## src/rtl/axi_pkg.sv

```systemverilog
// -----------------------------------------------------------------------------
// axi_pkg
// Shared definitions for the AXI read slave: bus widths, burst and response
// encodings, the read FSM state type and a WRAP-length legality helper.
// No ports (package).
// -----------------------------------------------------------------------------
package axi_pkg;

    localparam int unsigned AddrWidth = 32;
    localparam int unsigned DataWidth = 32;

    typedef enum logic [1:0] {
        BurstFixed = 2'b00,
        BurstIncr  = 2'b01,
        BurstWrap  = 2'b10,
        BurstRsvd  = 2'b11
    } axi_burst_e;

    typedef enum logic [1:0] {
        RespOkay   = 2'b00,
        RespExokay = 2'b01,
        RespSlverr = 2'b10,
        RespDecerr = 2'b11
    } axi_resp_e;

    typedef enum logic [1:0] {
        StIdle,
        StWait,
        StBeat
    } rd_state_e;

    // WRAP bursts are only legal with 2, 4, 8 or 16 beats.
    function automatic logic wrap_len_ok(input logic [3:0] len);
        return (len == 4'd1) || (len == 4'd3) || (len == 4'd7) || (len == 4'd15);
    endfunction

endpackage

```

## src/rtl/axi_rd_addr_gen.sv

```systemverilog
// -----------------------------------------------------------------------------
// axi_rd_addr_gen
// Combinational next-beat address for an AXI read burst.
// Ports:
//   i_addr       current beat byte address
//   i_size       log2 of bytes per beat
//   i_len        burst length minus one
//   i_burst      burst type (FIXED / INCR / WRAP / reserved)
//   o_next_addr  address of the following beat
// -----------------------------------------------------------------------------
module axi_rd_addr_gen
    import axi_pkg::*;
(
    input  logic [AddrWidth-1:0] i_addr,
    input  logic [2:0]           i_size,
    input  logic [3:0]           i_len,
    input  logic [1:0]           i_burst,
    output logic [AddrWidth-1:0] o_next_addr
);

    logic [AddrWidth-1:0] w_incr;
    logic [AddrWidth-1:0] w_sum;
    logic [AddrWidth-1:0] w_wrap_mask;

    always_comb begin
        w_incr      = AddrWidth'(1) << i_size;
        w_sum       = i_addr + w_incr;
        // Container is (len+1) beats wide; only power-of-two lengths reach here
        // with a valid response, so the mask form is exact for those.
        w_wrap_mask = ((AddrWidth'(i_len) + AddrWidth'(1)) << i_size) - AddrWidth'(1);
        unique case (i_burst)
            BurstIncr: o_next_addr = w_sum;
            BurstWrap: o_next_addr = (i_addr & ~w_wrap_mask) | (w_sum & w_wrap_mask);
            default:   o_next_addr = i_addr;
        endcase
    end

endmodule

```

## src/rtl/axi_read_slave.sv

```systemverilog
// -----------------------------------------------------------------------------
// axi_read_slave
// AXI read-channel slave backed by a small word memory with a backdoor loader.
// Ports:
//   G_clk, G_reset                 clock, synchronous active-high reset
//   ARADDR/ARLEN/ARSIZE/ARBURST    read address channel payload
//   ARVALID/ARREADY                read address handshake
//   RVALID/RREADY/RLAST/RRESP/RDATA read data channel
//   slave_addr1, slave_addr2       inclusive decode window for the start address
//   LD_EN, LD_ADDR, LD_DATA        backdoor word write into storage
// -----------------------------------------------------------------------------
module axi_read_slave
    import axi_pkg::*;
#(
    parameter int unsigned MEM_WORDS = 16,
    parameter int unsigned RD_LAT    = 1
) (
    input  logic                 G_clk,
    input  logic                 G_reset,
    input  logic [AddrWidth-1:0] ARADDR,
    input  logic [3:0]           ARLEN,
    input  logic [2:0]           ARSIZE,
    input  logic [1:0]           ARBURST,
    input  logic                 ARVALID,
    output logic                 ARREADY,
    input  logic                 RREADY,
    output logic                 RVALID,
    output logic                 RLAST,
    output logic [1:0]           RRESP,
    output logic [DataWidth-1:0] RDATA,
    input  logic [AddrWidth-1:0] slave_addr1,
    input  logic [AddrWidth-1:0] slave_addr2,
    input  logic                 LD_EN,
    input  logic [7:0]           LD_ADDR,
    input  logic [DataWidth-1:0] LD_DATA
);

    localparam int unsigned IdxW  = $clog2(MEM_WORDS);
    localparam logic [1:0]  LatM1 = (RD_LAT > 0) ? 2'(RD_LAT - 1) : 2'd0;

    rd_state_e            r_state;
    rd_state_e            w_state_next;
    logic [AddrWidth-1:0] r_addr;
    logic [3:0]           r_len;
    logic [2:0]           r_size;
    logic [1:0]           r_burst;
    logic [1:0]           r_resp;
    logic [3:0]           r_beat;
    logic [1:0]           r_wait;
    logic [DataWidth-1:0] r_rdata;
    logic [DataWidth-1:0] r_mem [MEM_WORDS];

    logic [AddrWidth-1:0] w_next_addr;
    logic [AddrWidth-1:0] w_cap_addr;
    logic [1:0]           w_cap_resp;
    logic [1:0]           w_ar_resp;
    logic                 w_capture;
    logic                 w_ar_hs;
    logic                 w_r_hs;
    logic                 w_last;
    logic                 w_unused_bits;

    assign w_ar_hs = (r_state == StIdle) && ARVALID;
    assign w_r_hs  = (r_state == StBeat) && RREADY;
    assign w_last  = (r_beat == r_len);

    // Decode error takes priority over any protocol error.
    always_comb begin
        w_ar_resp = RespOkay;
        if ((ARADDR < slave_addr1) || (ARADDR > slave_addr2)) begin
            w_ar_resp = RespDecerr;
        end else if ((ARSIZE > 3'd2) || (ARBURST == BurstRsvd) ||
                     ((ARBURST == BurstWrap) && !wrap_len_ok(ARLEN))) begin
            w_ar_resp = RespSlverr;
        end
    end

    axi_rd_addr_gen u_addr_gen (
        .i_addr      (r_addr),
        .i_size      (r_size),
        .i_len       (r_len),
        .i_burst     (r_burst),
        .o_next_addr (w_next_addr)
    );

    // Next state plus the data-capture strobe; data is latched on the edge that
    // enters StBeat, so the capture address depends on where we come from.
    always_comb begin
        w_state_next = r_state;
        w_capture    = 1'b0;
        w_cap_addr   = r_addr;
        w_cap_resp   = r_resp;
        unique case (r_state)
            StIdle: begin
                w_cap_addr = ARADDR;
                w_cap_resp = w_ar_resp;
                if (ARVALID) begin
                    w_state_next = (RD_LAT == 0) ? StBeat : StWait;
                    w_capture    = (RD_LAT == 0);
                end
            end
            StWait: begin
                if (r_wait == 2'd0) begin
                    w_state_next = StBeat;
                    w_capture    = 1'b1;
                end
            end
            StBeat: begin
                w_cap_addr = w_next_addr;
                if (RREADY) begin
                    if (w_last) begin
                        w_state_next = StIdle;
                    end else if (RD_LAT == 0) begin
                        w_state_next = StBeat;
                        w_capture    = 1'b1;
                    end else begin
                        w_state_next = StWait;
                    end
                end
            end
            default: w_state_next = StIdle;
        endcase
    end

    always_ff @(posedge G_clk) begin
        if (G_reset) begin
            r_state <= StIdle;
            r_addr  <= '0;
            r_len   <= '0;
            r_size  <= '0;
            r_burst <= '0;
            r_resp  <= RespOkay;
            r_beat  <= '0;
            r_wait  <= '0;
            r_rdata <= '0;
        end else begin
            r_state <= w_state_next;
            if (w_ar_hs) begin
                r_addr  <= ARADDR;
                r_len   <= ARLEN;
                r_size  <= ARSIZE;
                r_burst <= ARBURST;
                r_resp  <= w_ar_resp;
                r_beat  <= '0;
            end else if (w_r_hs && !w_last) begin
                r_addr <= w_next_addr;
                r_beat <= r_beat + 4'd1;
            end
            if (w_state_next == StWait) begin
                r_wait <= (r_state == StWait) ? (r_wait - 2'd1) : LatM1;
            end
            if (w_capture) begin
                r_rdata <= (w_cap_resp == RespOkay) ? r_mem[w_cap_addr[IdxW+1:2]] : '0;
            end
        end
    end

    // Storage is deliberately outside the reset domain.
    always_ff @(posedge G_clk) begin
        if (LD_EN) begin
            r_mem[LD_ADDR[IdxW-1:0]] <= LD_DATA;
        end
    end

    assign w_unused_bits = ^{LD_ADDR, w_cap_addr};

    assign ARREADY = (r_state == StIdle);
    assign RVALID  = (r_state == StBeat);
    assign RLAST   = RVALID && w_last;
    assign RRESP   = RVALID ? r_resp : RespOkay;
    assign RDATA   = RVALID ? r_rdata : '0;

endmodule

```

## config.mk

```make
export PLATFORM = sky130hd
export DESIGN_NAME = axi_read_slave
export DESIGN_NICKNAME = d
export VERILOG_FILES = /design/src/rtl/axi_pkg.sv /design/src/rtl/axi_rd_addr_gen.sv /design/src/rtl/axi_read_slave.sv
export SDC_FILE = /design/constraint.sdc
export NUM_CORES = 1
export LEC_CHECK = 0
export CORE_MARGIN = 1.5
export CORE_UTILIZATION = 40
export DETAILED_ROUTE_END_ITERATION = 8
export DONT_BUFFER_PORTS = 1
export SYNTH_ARGS = -nofsm -noshare
export SYNTH_HDL_FRONTEND = slang
export SYNTH_SLANG_ARGS = --single-unit
```

## constraint.sdc

```tcl
create_clock -name G_clk -period 3.9 [get_ports G_clk]
set_input_delay 0.39 -clock G_clk [delete_from_list [all_inputs] [get_ports G_clk]]
set_output_delay 0.39 -clock G_clk [all_outputs]
set_load 0.02 [all_outputs]
```

== Yosys cells after proc, flatten, opt, wreduce, memory -nomap -nowiden ==
Memories as Yosys holds them, arrays and structs flattened.
Index checks and enable logic that the tools add are counted.

* Word-level logic and storage cells: 74
* Bits in registers: 83
* Memory bits (read-only): 0
* Bits in latches: 0
* Input bits: 150
* Bits in writable memories: 512
* Memories: 1

{| class="wikitable"
|+ Memory list
! memory !! words !! width !! read ports !! clocked after memory_dff !! write ports !! RTL line !! text
|-
| r_mem || 16 || 32 || 1 || 0 || 1 || axi_read_slave.sv:51 || <nowiki>logic [DataWidth-1:0] r_mem [MEM_WORDS];</nowiki>
|}

* Shifts and indexed selects: 2
* Div/mod/pow operators: 0
* Multiply operators: 0
* Bitwise logic cells: 4
* Reductions and logical operators: 18
* $add $sub $neg: 5
* Equal/unequal tests: 12
* Order comparisons: 3
* Muxes and demuxes: 20

{| class="wikitable"
|+ Operator list
! kind !! count
|-
| $mux 32 || 4
|-
| $and 32x32->32 || 2
|-
| $pmux 32 s2 || 1
|-
| $add 32x32->32 || 1
|-
| $gt 32x32->1 || 1
|-
| $lt 32x32->1 || 1
|-
| $not 32->32 || 1
|-
| $or 32x32->32 || 1
|-
| $shl 1x3->32 const A || 1
|-
| $shl 32x3->32 || 1
|-
| $sub 32x1->32 const B || 1
|-
| $mux 2 || 8
|-
| $pmux 6 s2 || 1
|-
| $eq 2x2->1 const B || 4
|-
| $eq 2x1->1 const B || 3
|-
| $logic_not 2->1 || 3
|-
| $logic_or 1x1->1 || 6
|-
| $pmux 2 s3 || 1
|-
| $add 4x1->5 const B || 1
|-
| $logic_and 1x1->1 || 5
|-
| $mux 1 || 5
|-
| $add 4x1->4 const B || 1
|-
| $eq 4x1->1 const B || 1
|-
| $eq 4x2->1 const B || 1
|-
| 8 further kinds || 9
|}

== Longest topological paths before layout ==
Gate-level depths: netlist of run 1.

* Depth in word-level cells: 12
* Depth in mapped cells: 19

== By module ==
From an unflattened synthesis of run 1, not the netlist that was laid out.

* Cells, all modules: 1,739
* Area, all modules: 26,658.1 um^2

{| class="wikitable"
|+ By module, submodules not included
! module !! sequential area each (um^2) !! instances !! cells each !! area each (um^2)
|-
| axi_read_slave || 17,036.3 || 1 || 1,384 || 24,451.0
|-
| axi_rd_addr_gen || 0.0 || 1 || 355 || 2,207.1
|}

== Least setup slack after synthesis of run 1 ==
OpenSTA, ideal clock, no wires.

* Path kind: register to register
* Start point: reg r_size[2]
* End point: reg r_rdata[24]
* Data required time: 3,784 ps
* Setup time: 116 ps
* Data arrival time: 3,475 ps
* Clock period less this slack: 3,591 ps
* Stages on the path, launching flop included: 16
* Setup slack: 309 ps
* Cells stage by stage: dfxtp_1 > clkbuf_1 > buf_1 > or2_2 > fa_1 > nand2b_1 > a21oi_1 > mux2i_1 > a21oi_1 > mux2i_2 > a41oi_1 > buf_4 > nand2_2 > a21oi_1 > or4_1 > a41o_1

* Word-level cells in the longest chain between the ends: 9
* Elaborated cells between the ends (all ways): 12

{| class="wikitable"
|+ Ends and longest elaborated chain
! item !! RTL line !! text
|-
| start: declaration || axi_read_slave.sv:45 || <nowiki>logic [2:0] r_size;</nowiki>
|-
| start signal: assignment || axi_read_slave.sv:130 || <nowiki>r_size <= '0;</nowiki>
|-
| start signal: assignment || axi_read_slave.sv:141 || <nowiki>r_size <= ARSIZE;</nowiki>
|-
| $shl 32x3->32 || axi_rd_addr_gen.sv:30 || <nowiki>w_wrap_mask = ((AddrWidth'(i_len) + AddrWidth'(1)) << i_size) - AddrWidth'(1);</nowiki>
|-
| $sub 32x1->32 || axi_rd_addr_gen.sv:30 ||
|-
| $not 32->32 || axi_rd_addr_gen.sv:33 || <nowiki>BurstWrap: o_next_addr = (i_addr & ~w_wrap_mask) | (w_sum & w_wrap_mask);</nowiki>
|-
| $and 32x32->32 || axi_rd_addr_gen.sv:33 ||
|-
| $or 32x32->32 || axi_rd_addr_gen.sv:33 ||
|-
| $pmux 32 s2 (*) || axi_rd_addr_gen.sv:31 || <nowiki>unique case (i_burst)</nowiki>
|-
| $pmux 6 s2 (*) || axi_read_slave.sv:93 || <nowiki>unique case (r_state)</nowiki>
|-
| $mem_v2 16x32 (*) || n/a ||
|-
| $mux 32 (*) || axi_read_slave.sv:153 || <nowiki>r_rdata <= (w_cap_resp == RespOkay) ? r_mem[w_cap_addr[IdxW+1:2]] : '0;</nowiki>
|-
| end signal: assignment || axi_read_slave.sv:153 ||
|-
| end: declaration || axi_read_slave.sv:50 || <nowiki>logic [DataWidth-1:0] r_rdata;</nowiki>
|}

Mark *: on every way between the ends. The rest lies on a longest branch, timed or not.
A chain may end at the register's enable or synchronous reset.

== Worst setup path in the final report of run 1 ==
Same ends and word-level chain as after synthesis.

==> impl_metrics.yaml, run 1 <==
clock_tree:
  insertion_delay_ns: 0.64
  cts_tree: "built"
  numCtsBuffers: 57
  cts_sinks: 569
  cts_root_buf: "clkbuf_16"
  clk_pin_slew_ns: 0.06
  clk_path_buf_depth: 3
  h-tree-depth: 2
die:
  start_util: 0.404
  dieArea_mm2: 0.0636
  io_pins: 187
  die_w_um: 252
  coreArea_mm2: 0.0615
  num_rows: 91
  chipHeight_um: 252
routing:
  drcViolationCount: 0
  vias: 16300
  dr.pass1.iters: 5
  vias_per_cell: 5.64
  wl_per_cell_um: 22.2
  drt-total-wl_um: 63900
  drtAntennaViolNets: 0
  drtIter0Drc: 1199
timing:
  fin_crit_sh: 0.930
  slew_headroom: 0.296
  max_freq_ghz: 0.276
  setup_slack_ns: 0.271
  clock_skew_ns: 0.0397
  final.min_clock_period_ns: 3.63
  worstMarginPinSlew_ns: 1.05
  finalHoldViolations: 0
  final-setup-viol-count: 0
  slew_viol_final: 0
  fin_setup_tns_ns: 0
  rsz0062_at_grt: "false"
yosys:
  syn-cell-area_mm2: 0.0248
  synth_area_leader_cell: "edfxtp_1"
  syn_avg_cell_area_um2: 12.4
  yosysWarnings: 0
  ys_seq_area_frac: 0.665
  async_reset_ff_frac: 0
  synth-seq-cells: 569
  yosys.area.top_type_share: 0.619
  synth_nets: 2230
  synth_cell_types: 76
  netlist_instances: 2005
  synth_ff_type: "edfxtp_1"
  netlist_top_cells_area: "edfxtp_1, dfxtp_1, nand2_1, a21oi_1, ha_1"
  synth_edf_count: 512
critical_path:
  path_class: "flop to flop"
  cp.arrival_ns: 4.13
  crit_path_start_kind: "flop"
  endpoint_kind: "flop"
  path_max_fanout: 9
  cp.required_ns: 4.40
status:
  status: "complete, no violations"
min_path:
  min_path_type: "primary input to flop"
layout:
  nets: 2273
  area_growth_pct: 14.6
  drive_above_1_share: 0.0916
  seq_area_mm2: 0.0165
  nFillCells: 5478
  multi_input_area_mm2: 0.00762
  antenna_cells: 0
global_routing:
  grt.overflow.total: 0
  grt_max_degree: 65
  grt_first_pass_wirelength_um: 97000
  antenna_found_initial: 4
  grtUsageTotal: 0.200
  grt_pass1_vias: 16100
power_and_ir_drop:
  ir_drop_mv: 0.345
  p_per_area_mw_per_mm2: 488
  leakage_nw: 10.1
  fin_total_pwr_mw: 13.9
flow_run:
  cap_viol_max_count: 0
placed_design:
  post-place-ws_ns: 0.115
  gp_congestion: 0.847
  portBuffers: 0
  detailed_place_hpwl_um: 37500
logic make-up (layout without fill, tap and decap cells):
kind of cell               Yosys count  after routing  share of synthesized area
muxes                               64             64                     0.0267
DFF                                569            569                      0.665
buffers and inverters              203            294                     0.0364
AOI/OAI and AO/OA                  476            476                      0.118
and+or+nand+nor                    600            600                      0.109
adders and majority gates           75             75                     0.0381
xor gates and xnor gates            18             18                    0.00665
power breakdown:
| group | switching [mW] | total, mW | internal (mW) | leakage (nW) |
|---|---|---|---|---|
| logic | 0.994 | 1.52 | 0.522 | 4.06 |
| registers | 0.0654 | 6.86 | 6.79 | 5.09 |
| clock network | 2.34 | 5.50 | 3.16 | 0.926 |
| total | 3.40 | 13.9 | 10.5 | 10.1 |
timing repair:
action / in CTS / in global routing
hold buffers: 49 / 0
hold endpoints to repair: 537 / 0
setup buffers: 0 / 2
resized for setup: 0 / 4
endpoints found under the setup margin: 0 / 27
state kept, by name, indices dropped and copies added, names as in the netlist, 3 cells and up, named ones only:
signal	flops
r_size	3
r_len	4
r_beat	4
r_rdata	32
r_mem	512
r_addr	4
Yosys cell counts, types with 25 or more instances:
library cell / n
mux2i_1: 60
edfxtp_1: 512
ha_1: 74
and2_1: 38
a221oi_1: 53
clkbuf_1: 63
nand3_1: 43
nand2_1: 270
nor3_1: 72
dfxtp_1: 57
buf_2: 32
a21oi_1: 193
nor2_1: 108
a31oi_1: 40
inv_1: 79
a21o_1: 25
o21ai_0: 78
o21ai_1: 26
routing by layer:
layer	wire (um)	track usage	part of all wire	vias to the layer above
met3	4380	0.0336	0.068	101
met5	50	0	0.00078	-
li1	-	-	-	7530
met4	1380	0.0563	0.022	8
met1	27100	0.266	0.42	8062
met2	31100	0.337	0.49	568
cell usage in the layout, fill, tap and decap left out, types with 25 or more instances in the layout:
master	count
a21o_1	25
a21oi_1	191
a221oi_1	53
a31oi_1	39
and2_1	36
buf_4	43
clkbuf_16	57
dfxtp_1	57
dlygate4sd3_1	49
edfxtp_1	512
ha_1	74
inv_1	79
mux2i_1	60
nand2_1	268
nand3_1	42
nor2_1	95
nor3_1	67
o21ai_0	78
o21ai_1	26
layout make-up:
type	instances	area share
multi-input combinational	1233	0.268
sequential	569	0.581
clock buffer	81	0.0568
clock inverter	26	0.0102
inverter	80	0.0106
tap	790	0.0347
timing repair buffer	107	0.0391
worst max-delay path, stage by stage, from the launching register on:
cell and delay, ns:
dfxtp_1 0.39, nor3_2 0.24, ha_1 0.21, inv_1 0.06, fa_1 0.40, nand2b_1 0.20
a21oi_4 0.20, mux2i_1 0.26, a21oi_1 0.11, mux2i_2 0.28, a41oi_4 0.26, nand2_2 0.14
a21oi_1 0.06, or4_1 0.53, a41o_1 0.19
stage by stage:
step                      hold slack, ns  cell area [um2]  utilization  std cells
after floorplan                    0.442            24800            -       2005
after global placement             0.455            26000        0.423       2728
after detailed placement           0.462            26000        0.423       2728
after CTS                         0.0397            28400        0.462       2884
after global routing               0.104            28400        0.463       2886
final                             0.0672            28400        0.463       2886
final timing paths:
| kind | slack, ns | from | cells after the start | end |
|---|---|---|---|---|
| setup / recovery | 0.27 | r_size[2] | 14 | r_rdata[24] |
| hold / removal | 0.07 | ARSIZE[2] | 2 | r_resp[1] |
| setup reg to reg | 0.27 | r_size[2] | 14 | r_rdata[24] |
| hold reg to reg | 0.47 | r_rdata[1] | 2 | r_rdata[1] |
Note: power is estimated with default switching activity, not from simulation.
==> inputs of run 2 (changes only) <==
Settings changed: SLEW_MARGIN set to 20.
==> results of run 2 <==
Same layout as run 1: the final DEF is identical, and so are final timing and power.
